### src/rtl/cache_level_if.sv
// Request/response channel of one cache level: valid/ready request in, single-cycle response pulse out.
interface cache_level_if #(
    parameter int ADDR_W = 48
);
    logic              req_valid;
    logic              req_ready;
    logic [ADDR_W-1:0] req_addr;
    logic [7:0]        req_op;
    logic              resp_valid;
    logic              resp_hit;
    logic              resp_err;
    logic              resp_evict;
    logic              resp_wb;
    logic [ADDR_W-1:0] resp_evict_addr;

    modport master (
        output req_valid, req_addr, req_op,
        input  req_ready, resp_valid, resp_hit, resp_err, resp_evict, resp_wb, resp_evict_addr
    );

    modport slave (
        input  req_valid, req_addr, req_op,
        output req_ready, resp_valid, resp_hit, resp_err, resp_evict, resp_wb, resp_evict_addr
    );
endinterface

### src/rtl/cache_level.sv
// One set-associative cache level: 3-cycle lookup/update per request, FIFO or LRU victim choice,
// write-through or write-back, saturating statistics and eviction/writeback reporting.
module cache_level #(
    parameter int ADDR_W      = 48,
    parameter int NUM_SETS    = 16,
    parameter int ASSOC       = 4,
    parameter int BLOCK_BYTES = 16,
    parameter int CNT_W       = 12
) (
    input  logic             clk,
    input  logic             reset,
    input  logic             replace_policy,
    input  logic             write_policy,
    cache_level_if.slave     bus,
    output logic [CNT_W-1:0] reads,
    output logic [CNT_W-1:0] writes,
    output logic [CNT_W-1:0] hits,
    output logic [CNT_W-1:0] misses,
    output logic [CNT_W-1:0] mem_writes
);
    localparam int OFF_W = $clog2(BLOCK_BYTES);
    localparam int IDX_W = $clog2(NUM_SETS);
    localparam int TAG_W = ADDR_W - OFF_W - IDX_W;
    localparam int AGE_W = (ASSOC > 1) ? $clog2(ASSOC) : 1;
    localparam logic [AGE_W-1:0] AGE_MAX = AGE_W'(ASSOC - 1);
    localparam logic [7:0] OP_R = 8'h52;
    localparam logic [7:0] OP_W = 8'h57;

    typedef enum logic [1:0] {S_IDLE = 2'd0, S_LOOKUP = 2'd1, S_UPDATE = 2'd2} state_t;

    state_t r_state, w_next;

    logic             r_valid [NUM_SETS][ASSOC];
    logic             r_dirty [NUM_SETS][ASSOC];
    logic [TAG_W-1:0] r_tag   [NUM_SETS][ASSOC];
    logic [AGE_W-1:0] r_age   [NUM_SETS][ASSOC];

    logic [IDX_W-1:0] r_idx;
    logic [TAG_W-1:0] r_req_tag;
    logic             r_is_read, r_is_write, r_lru, r_wb;
    logic             r_hit, r_vic_valid, r_vic_dirty;
    logic [AGE_W-1:0] r_way, r_old_age;
    logic [TAG_W-1:0] r_vic_tag;

    logic              r_resp_valid, r_resp_hit, r_resp_err, r_resp_evict, r_resp_wb;
    logic [ADDR_W-1:0] r_resp_evict_addr;
    logic [CNT_W-1:0]  r_reads, r_writes, r_hits, r_misses, r_mem_writes;

    logic              w_hit, w_inv_found;
    logic [AGE_W-1:0]  w_hit_way, w_inv_way, w_max_way, w_max_age, w_vic_way, w_way;
    logic [AGE_W-1:0]  w_new_age [ASSOC];
    logic [ADDR_W-1:0] w_evict_addr;

    function automatic logic [CNT_W-1:0] sat_inc(input logic [CNT_W-1:0] v);
        return (&v) ? v : v + CNT_W'(1);
    endfunction

    // Next-state decode
    always_comb begin
        w_next = S_IDLE;
        case (r_state)
            S_IDLE:   w_next = bus.req_valid ? S_LOOKUP : S_IDLE;
            S_LOOKUP: w_next = S_UPDATE;
            S_UPDATE: w_next = S_IDLE;
            default:  w_next = S_IDLE;
        endcase
    end

    // Tag compare and victim search over the captured set
    always_comb begin
        w_hit       = 1'b0;
        w_hit_way   = '0;
        w_inv_found = 1'b0;
        w_inv_way   = '0;
        w_max_way   = '0;
        w_max_age   = '0;
        for (int w = 0; w < ASSOC; w++) begin
            w_hit_way   = (r_valid[r_idx][w] && (r_tag[r_idx][w] == r_req_tag)) ? AGE_W'(w) : w_hit_way;
            w_hit       = w_hit | (r_valid[r_idx][w] && (r_tag[r_idx][w] == r_req_tag));
            w_inv_way   = (!r_valid[r_idx][w] && !w_inv_found) ? AGE_W'(w) : w_inv_way;
            w_inv_found = w_inv_found | !r_valid[r_idx][w];
            w_max_way   = (r_age[r_idx][w] > w_max_age) ? AGE_W'(w) : w_max_way;
            w_max_age   = (r_age[r_idx][w] > w_max_age) ? r_age[r_idx][w] : w_max_age;
        end
        w_vic_way = w_inv_found ? w_inv_way : w_max_way;
        w_way     = w_hit ? w_hit_way : w_vic_way;
    end

    // Ages after touching r_way: it becomes youngest, younger valid ways age by one
    always_comb begin
        for (int w = 0; w < ASSOC; w++) begin
            w_new_age[w] = (AGE_W'(w) == r_way) ? '0 :
                           (r_valid[r_idx][w] && (r_age[r_idx][w] < r_old_age)) ? r_age[r_idx][w] + AGE_W'(1) :
                           r_age[r_idx][w];
        end
        w_evict_addr = ADDR_W'({r_vic_tag, r_idx}) << OFF_W;
    end

    // State, line arrays, lookup results, response and counters
    always_ff @(posedge clk) begin
        if (reset) begin
            r_state <= S_IDLE;
            for (int s = 0; s < NUM_SETS; s++) begin
                for (int w = 0; w < ASSOC; w++) begin
                    r_valid[s][w] <= 1'b0;
                    r_dirty[s][w] <= 1'b0;
                    r_tag[s][w]   <= '0;
                    r_age[s][w]   <= '0;
                end
            end
            r_idx             <= '0;
            r_req_tag         <= '0;
            r_is_read         <= 1'b0;
            r_is_write        <= 1'b0;
            r_lru             <= 1'b0;
            r_wb              <= 1'b0;
            r_hit             <= 1'b0;
            r_way             <= '0;
            r_old_age         <= '0;
            r_vic_valid       <= 1'b0;
            r_vic_dirty       <= 1'b0;
            r_vic_tag         <= '0;
            r_resp_valid      <= 1'b0;
            r_resp_hit        <= 1'b0;
            r_resp_err        <= 1'b0;
            r_resp_evict      <= 1'b0;
            r_resp_wb         <= 1'b0;
            r_resp_evict_addr <= '0;
            r_reads           <= '0;
            r_writes          <= '0;
            r_hits            <= '0;
            r_misses          <= '0;
            r_mem_writes      <= '0;
        end else begin
            r_state      <= w_next;
            r_resp_valid <= 1'b0;
            case (r_state)
                S_IDLE: begin
                    if (bus.req_valid) begin
                        r_idx      <= bus.req_addr[OFF_W +: IDX_W];
                        r_req_tag  <= bus.req_addr[ADDR_W-1 -: TAG_W];
                        r_is_read  <= (bus.req_op == OP_R);
                        r_is_write <= (bus.req_op == OP_W);
                        r_lru      <= replace_policy;
                        r_wb       <= write_policy;
                    end
                end
                S_LOOKUP: begin
                    r_hit       <= w_hit;
                    r_way       <= w_way;
                    // An invalid fill behaves as if the oldest line were replaced
                    r_old_age   <= w_hit ? r_age[r_idx][w_hit_way] :
                                   (r_valid[r_idx][w_vic_way] ? r_age[r_idx][w_vic_way] : AGE_MAX);
                    r_vic_valid <= !w_hit && r_valid[r_idx][w_vic_way];
                    r_vic_dirty <= r_dirty[r_idx][w_vic_way];
                    r_vic_tag   <= r_tag[r_idx][w_vic_way];
                end
                S_UPDATE: begin
                    r_resp_valid <= 1'b1;
                    if (!(r_is_read || r_is_write)) begin
                        r_resp_err        <= 1'b1;
                        r_resp_hit        <= 1'b0;
                        r_resp_evict      <= 1'b0;
                        r_resp_wb         <= 1'b0;
                        r_resp_evict_addr <= '0;
                    end else begin
                        r_resp_err        <= 1'b0;
                        r_resp_hit        <= r_hit;
                        r_resp_evict      <= r_vic_valid;
                        r_resp_wb         <= r_vic_valid && r_vic_dirty && r_wb;
                        r_resp_evict_addr <= r_vic_valid ? w_evict_addr : '0;
                        if (r_hit) begin
                            if (r_is_write && r_wb) begin
                                r_dirty[r_idx][r_way] <= 1'b1;
                            end
                        end else begin
                            r_valid[r_idx][r_way] <= 1'b1;
                            r_tag[r_idx][r_way]   <= r_req_tag;
                            r_dirty[r_idx][r_way] <= r_wb && r_is_write;
                        end
                        if (r_lru || !r_hit) begin
                            for (int w = 0; w < ASSOC; w++) begin
                                r_age[r_idx][w] <= w_new_age[w];
                            end
                        end
                        if (r_is_read)  r_reads  <= sat_inc(r_reads);
                        if (r_is_write) r_writes <= sat_inc(r_writes);
                        if (r_hit) r_hits <= sat_inc(r_hits);
                        else       r_misses <= sat_inc(r_misses);
                        if (r_wb ? (r_vic_valid && r_vic_dirty) : r_is_write) begin
                            r_mem_writes <= sat_inc(r_mem_writes);
                        end
                    end
                end
                default: r_state <= S_IDLE;
            endcase
        end
    end

    assign bus.req_ready       = (r_state == S_IDLE);
    assign bus.resp_valid      = r_resp_valid;
    assign bus.resp_hit        = r_resp_hit;
    assign bus.resp_err        = r_resp_err;
    assign bus.resp_evict      = r_resp_evict;
    assign bus.resp_wb         = r_resp_wb;
    assign bus.resp_evict_addr = r_resp_evict_addr;
    assign reads               = r_reads;
    assign writes              = r_writes;
    assign hits                = r_hits;
    assign misses              = r_misses;
    assign mem_writes          = r_mem_writes;
endmodule

### src/flat_wrapper.sv
// flat-port wrapper written by rule: the top's interface ports become plain ports
module cache_level_flat 
#(
    parameter int ADDR_W      = 48,
    parameter int NUM_SETS    = 16,
    parameter int ASSOC       = 4,
    parameter int BLOCK_BYTES = 16,
    parameter int CNT_W       = 12
)
  (clk, reset, replace_policy, write_policy, reads, writes, hits, misses, mem_writes, bus_req_valid, bus_req_addr, bus_req_op, bus_req_ready, bus_resp_valid, bus_resp_hit, bus_resp_err, bus_resp_evict, bus_resp_wb, bus_resp_evict_addr);
  cache_level_if #(.ADDR_W(ADDR_W)) bus_i ();
  input  logic clk;
  input  logic reset;
  input  logic replace_policy;
  input  logic write_policy;
  output logic [CNT_W-1:0] reads;
  output logic [CNT_W-1:0] writes;
  output logic [CNT_W-1:0] hits;
  output logic [CNT_W-1:0] misses;
  output logic [CNT_W-1:0] mem_writes;
  input wire logic [$bits(bus_i.req_valid)-1:0] bus_req_valid;
  input wire logic [$bits(bus_i.req_addr)-1:0] bus_req_addr;
  input wire logic [$bits(bus_i.req_op)-1:0] bus_req_op;
  output wire logic [$bits(bus_i.req_ready)-1:0] bus_req_ready;
  output wire logic [$bits(bus_i.resp_valid)-1:0] bus_resp_valid;
  output wire logic [$bits(bus_i.resp_hit)-1:0] bus_resp_hit;
  output wire logic [$bits(bus_i.resp_err)-1:0] bus_resp_err;
  output wire logic [$bits(bus_i.resp_evict)-1:0] bus_resp_evict;
  output wire logic [$bits(bus_i.resp_wb)-1:0] bus_resp_wb;
  output wire logic [$bits(bus_i.resp_evict_addr)-1:0] bus_resp_evict_addr;
  assign bus_i.req_valid = bus_req_valid;
  assign bus_i.req_addr = bus_req_addr;
  assign bus_i.req_op = bus_req_op;
  assign bus_req_ready = bus_i.req_ready;
  assign bus_resp_valid = bus_i.resp_valid;
  assign bus_resp_hit = bus_i.resp_hit;
  assign bus_resp_err = bus_i.resp_err;
  assign bus_resp_evict = bus_i.resp_evict;
  assign bus_resp_wb = bus_i.resp_wb;
  assign bus_resp_evict_addr = bus_i.resp_evict_addr;
  cache_level #(.ADDR_W(ADDR_W), .NUM_SETS(NUM_SETS), .ASSOC(ASSOC), .BLOCK_BYTES(BLOCK_BYTES), .CNT_W(CNT_W)) u_core (.clk(clk), .reset(reset), .replace_policy(replace_policy), .write_policy(write_policy), .bus(bus_i), .reads(reads), .writes(writes), .hits(hits), .misses(misses), .mem_writes(mem_writes));
endmodule
### config.mk
export PLATFORM = sky130hd
export DESIGN_NAME = cache_level_flat
export DESIGN_NICKNAME = d
export VERILOG_FILES = /design/src/rtl/cache_level_if.sv /design/src/rtl/cache_level.sv /design/src/flat_wrapper.sv
export SDC_FILE = /design/constraint.sdc
export NUM_CORES = 2
export LEC_CHECK = 0
export ABC_AREA = 1
export CAP_MARGIN = 20
export CORE_MARGIN = 8
export CORE_UTILIZATION = 32
export DETAILED_ROUTE_END_ITERATION = 8
export HOLD_SLACK_MARGIN = 0.1
export PLACE_DENSITY = 0.58
export SLEW_MARGIN = 15
export SYNTH_ARGS = -nofsm -noshare
export SYNTH_HDL_FRONTEND = slang
export SYNTH_SLANG_ARGS = --single-unit
export TNS_END_PERCENT = 100
### constraint.sdc
create_clock -name clk -period 5.1 [get_ports clk]
set_input_delay 1.02 -clock clk [delete_from_list [all_inputs] [get_ports clk]]
set_output_delay 1.02 -clock clk [all_outputs]
set_load 0.1 [all_outputs]
==> results.md <==
- Root Driver: clkbuf_16
- Die span in y: approximately 680 microns
- Critical Path RT: 5900 ps
- Most common cell after layout, fill and taps aside: nor2_1
- Avg Synthesized Cell Area: between 9 and 10 sq um
- Vias per Instance: between 5 and 6
- Mapped cell area: around 140,000 sq um
- Outcome: complete, no violations
- DRT antenna net count: 0
- Vias in the first global route: 99,949
- Asr flop ratio synth: 0%
- Starting Density: about 32%
- Netlist cell types: 50
- # DRC: 0
- Most frequent cells in the layout: nor2_1 (3,776), nand2_1 (2,935), edfxtp_1 (2,752)
- RSZ-0062 raised after global routing: yes
- Clk_skew: 64.5 ps
- DPL Wire Length: ~320 mm
- CP startpoint kind: register
- Max-cap violations: 0
- # hold bufs at CTS: 0
- Clock Tree Buf Depth: 4
- Flops & latches, synth: 3,026
- Setup TNS: 0 ps
- Initial antenna violation count: 38
- Gr usage total: 22.5%
- Total CTS buffers: roughly 330
- Min cycle time layout: approximately 5000 ps
- Power Dens Cells: roughly 380 nW/um^2
- First-pass GRT wire length: roughly 750 mm
- Final WL: between 500 and 600 mm
- Total design power: between 60 and 70 mW
- Core Region: around 430,000 sq um
- H-tree levels: 5
- Fraction of layout cells with a size suffix above 1: 8.62%
- Critical path class: reg2reg
- Part of the cycle the worst path needs: 96.5%
- Peak VDD IR: around 300 uV
- Post-synth EDFFs: approximately 2,800
- CTS tree: built
- Post-Syn Instances: roughly 15,000
- Slew headroom: between 10% and 20%
- Area grow syn2layout: 14.2%
- Largest net degree at the start of global routing: approximately 180
- Main synth FF type: edfxtp_1
- Static Leak: 59.0 nW
- Die width: ~680 microns
- Wire length per cell: 25.9 microns
- Via count: approximately 110k
- Final #Nets: 14,806
- Slew @ Worst Pin: ~1200 ps
- Ports: 175
- Crit-path max FO: 113
- Hold Crit Class: reg2reg
- Final Hold Violating Endpoints: 0
- Reg clk slew, reported paths: ~60 ps
- Yosys warns: 0
- Clk_lat worst skew: a little under 1000 ps
- Grt ovf: 0
- Sink Count: between 3,000 and 4,000
- Row cnt: 242
- Placer congestion estimate: about 1
- Router iterations before antenna repair: 6
- Setup violation total in the final timing report: 0
- Max Clk Rate: around 200 MHz
- Fillers: 42,914
- Final Max Slew Viols: 0
- Port Buf Inserts: 166
- First DRT Iteration DRCs: 15,141
- Data arrival, critical path: 5730 ps
- Setup crit end kind: register
- Die area: about 460,000 sq um
- Post-synthesis sequential area ratio: ~63%
==> sequential cells by signal, indices dropped and copies added (netlist names), 2 cells and up, named ones only <==
name,cells
u_core.r_tag,2560
u_core.misses,12
u_core.r_state,2
u_core.r_valid,64
u_core.r_idx,4
u_core.reads,12
u_core.hits,12
u_core.r_old_age,2
u_core.r_dirty,64
u_core.mem_writes,12
u_core.r_req_tag,40
u_core.r_age,128
u_core.bus.resp_evict_addr,44
u_core.r_way,2
u_core.r_vic_tag,40
u_core.writes,12
==> final timing paths <==
path                         start                    end  slack, ps  depth (start not counted)
min          u_core.r_valid[12][3]  u_core.r_valid[12][3]        450                          2
max reg2reg               register    u_core.r_old_age[0]        180                         22
min reg2reg  u_core.r_valid[12][3]  u_core.r_valid[12][3]        450                          2
max                       register    u_core.r_old_age[0]        180                         22
==> Yosys cell counts (all sizes together), types with 5 or more instances <==
| library cell | count | share of area (%) |
|---|---|---|
| nor3 | 93 | 0.34 |
| o22ai | 50 | 0.22 |
| clkinv | 8 | 0.022 |
| nand3 | 1521 | 5.5 |
| o211ai | 263 | 1.4 |
| buf | 558 | 2.5 |
| edfxtp | 2752 | 59 |
| nor2 | 3794 | 10 |
| clkbuf | 698 | 1.9 |
| ha | 18 | 0.16 |
| nand2 | 3069 | 8.3 |
| o21ai | 862 | 3.1 |
| nand4 | 10 | 0.045 |
| or2 | 12 | 0.054 |
| dfxtp | 274 | 3.9 |
| o21a | 6 | 0.032 |
| o221ai | 48 | 0.30 |
| inv | 564 | 1.5 |
| a21oi | 242 | 0.87 |
| nor3b | 5 | 0.027 |
| a31oi | 16 | 0.072 |
==> cell families (layout without fill, tap and decap cells) <==
logic type,Yosys count,after routing,synth area share (%)
compound gates,1495,1495,6.08
xor+xnor,4,4,0.0252
fa+ha+maj,18,18,0.162
buf+inv,1828,1933,5.90
flops,3026,3026,63.3
other cells,1,34,0.00269
simple gates,8513,8513,24.5
==> metal layers <==
| metal | share of wire (%) | GRT usage (%) |
|---|---|---|
| met1 | 38 | 29.0 |
| met2 | 43 | 33.8 |
| met3 | 11 | 5.43 |
| met4 | 7.7 | 14.8 |
| met5 | 0.035 | 0 |
==> critical path, cell delays in order (launching register included) <==
cell and delay (ps):
dfxtp_4 420, buf_4 210, buf_12 370, buf_12 400
buf_4 500, o21ai_0 150, o22ai_1 190, nand2_1 70
nand3_1 450, nand2_1 290, nand2_1 130, nand2_1 90
nand3_1 100, nor2_1 50, nand3_1 80, buf_4 220
nand2_2 140, nor2_4 200, nand3_1 90, nand2_1 80
inv_2 50, nand2_1 60, a21oi_1 60
==> metrics by stage <==
step                      worst slack, ps  cell area, sq um  utilization (%)  std cells  hold WS, ps
after floorplan                      8.48            139000                -      14888          422
after global placement               -112            148000             34.1      20122          432
after detailed placement             -168            148000             34.1      20122          435
after CTS                            8.49            159000             36.6      20724          449
after global routing                -33.5            159000             36.6      20733          458
final                                 179            159000             36.6      20757          451
==> final cells by class <==
cell class | instances | area, sq um | area share (%)
clock inverters | 173 | 1570 | 0.990
clock buffers | 429 | 9070 | 5.71
repair buffers | 759 | 7300 | 4.59
diodes | 30 | 75.1 | 0.0472
inverters | 572 | 2260 | 1.42
multi-input cells | 10034 | 43400 | 27.3
well taps | 5734 | 7170 | 4.51
flip-flops and latches | 3026 | 88100 | 55.5
==> power by group <==
| group | leakage [nW] | internal (mW) | switching, mW |
|---|---|---|---|
| sequential | 30.7 | 27.8 | 0.379 |
| clock | 5.21 | 13.7 | 10.3 |
| combinational | 23.1 | 2.12 | 6.56 |
| total | 59.0 | 43.6 | 17.2 |
==> what timing repair did <==
item	CTS	global route
endpoints found under the setup margin	26	44
setup buffers	0	3
pin swaps	0	1
cloned	0	0
gates resized for setup	2	12
endpoints found under the hold margin	0	0
(Power assumes the default switching activity.)
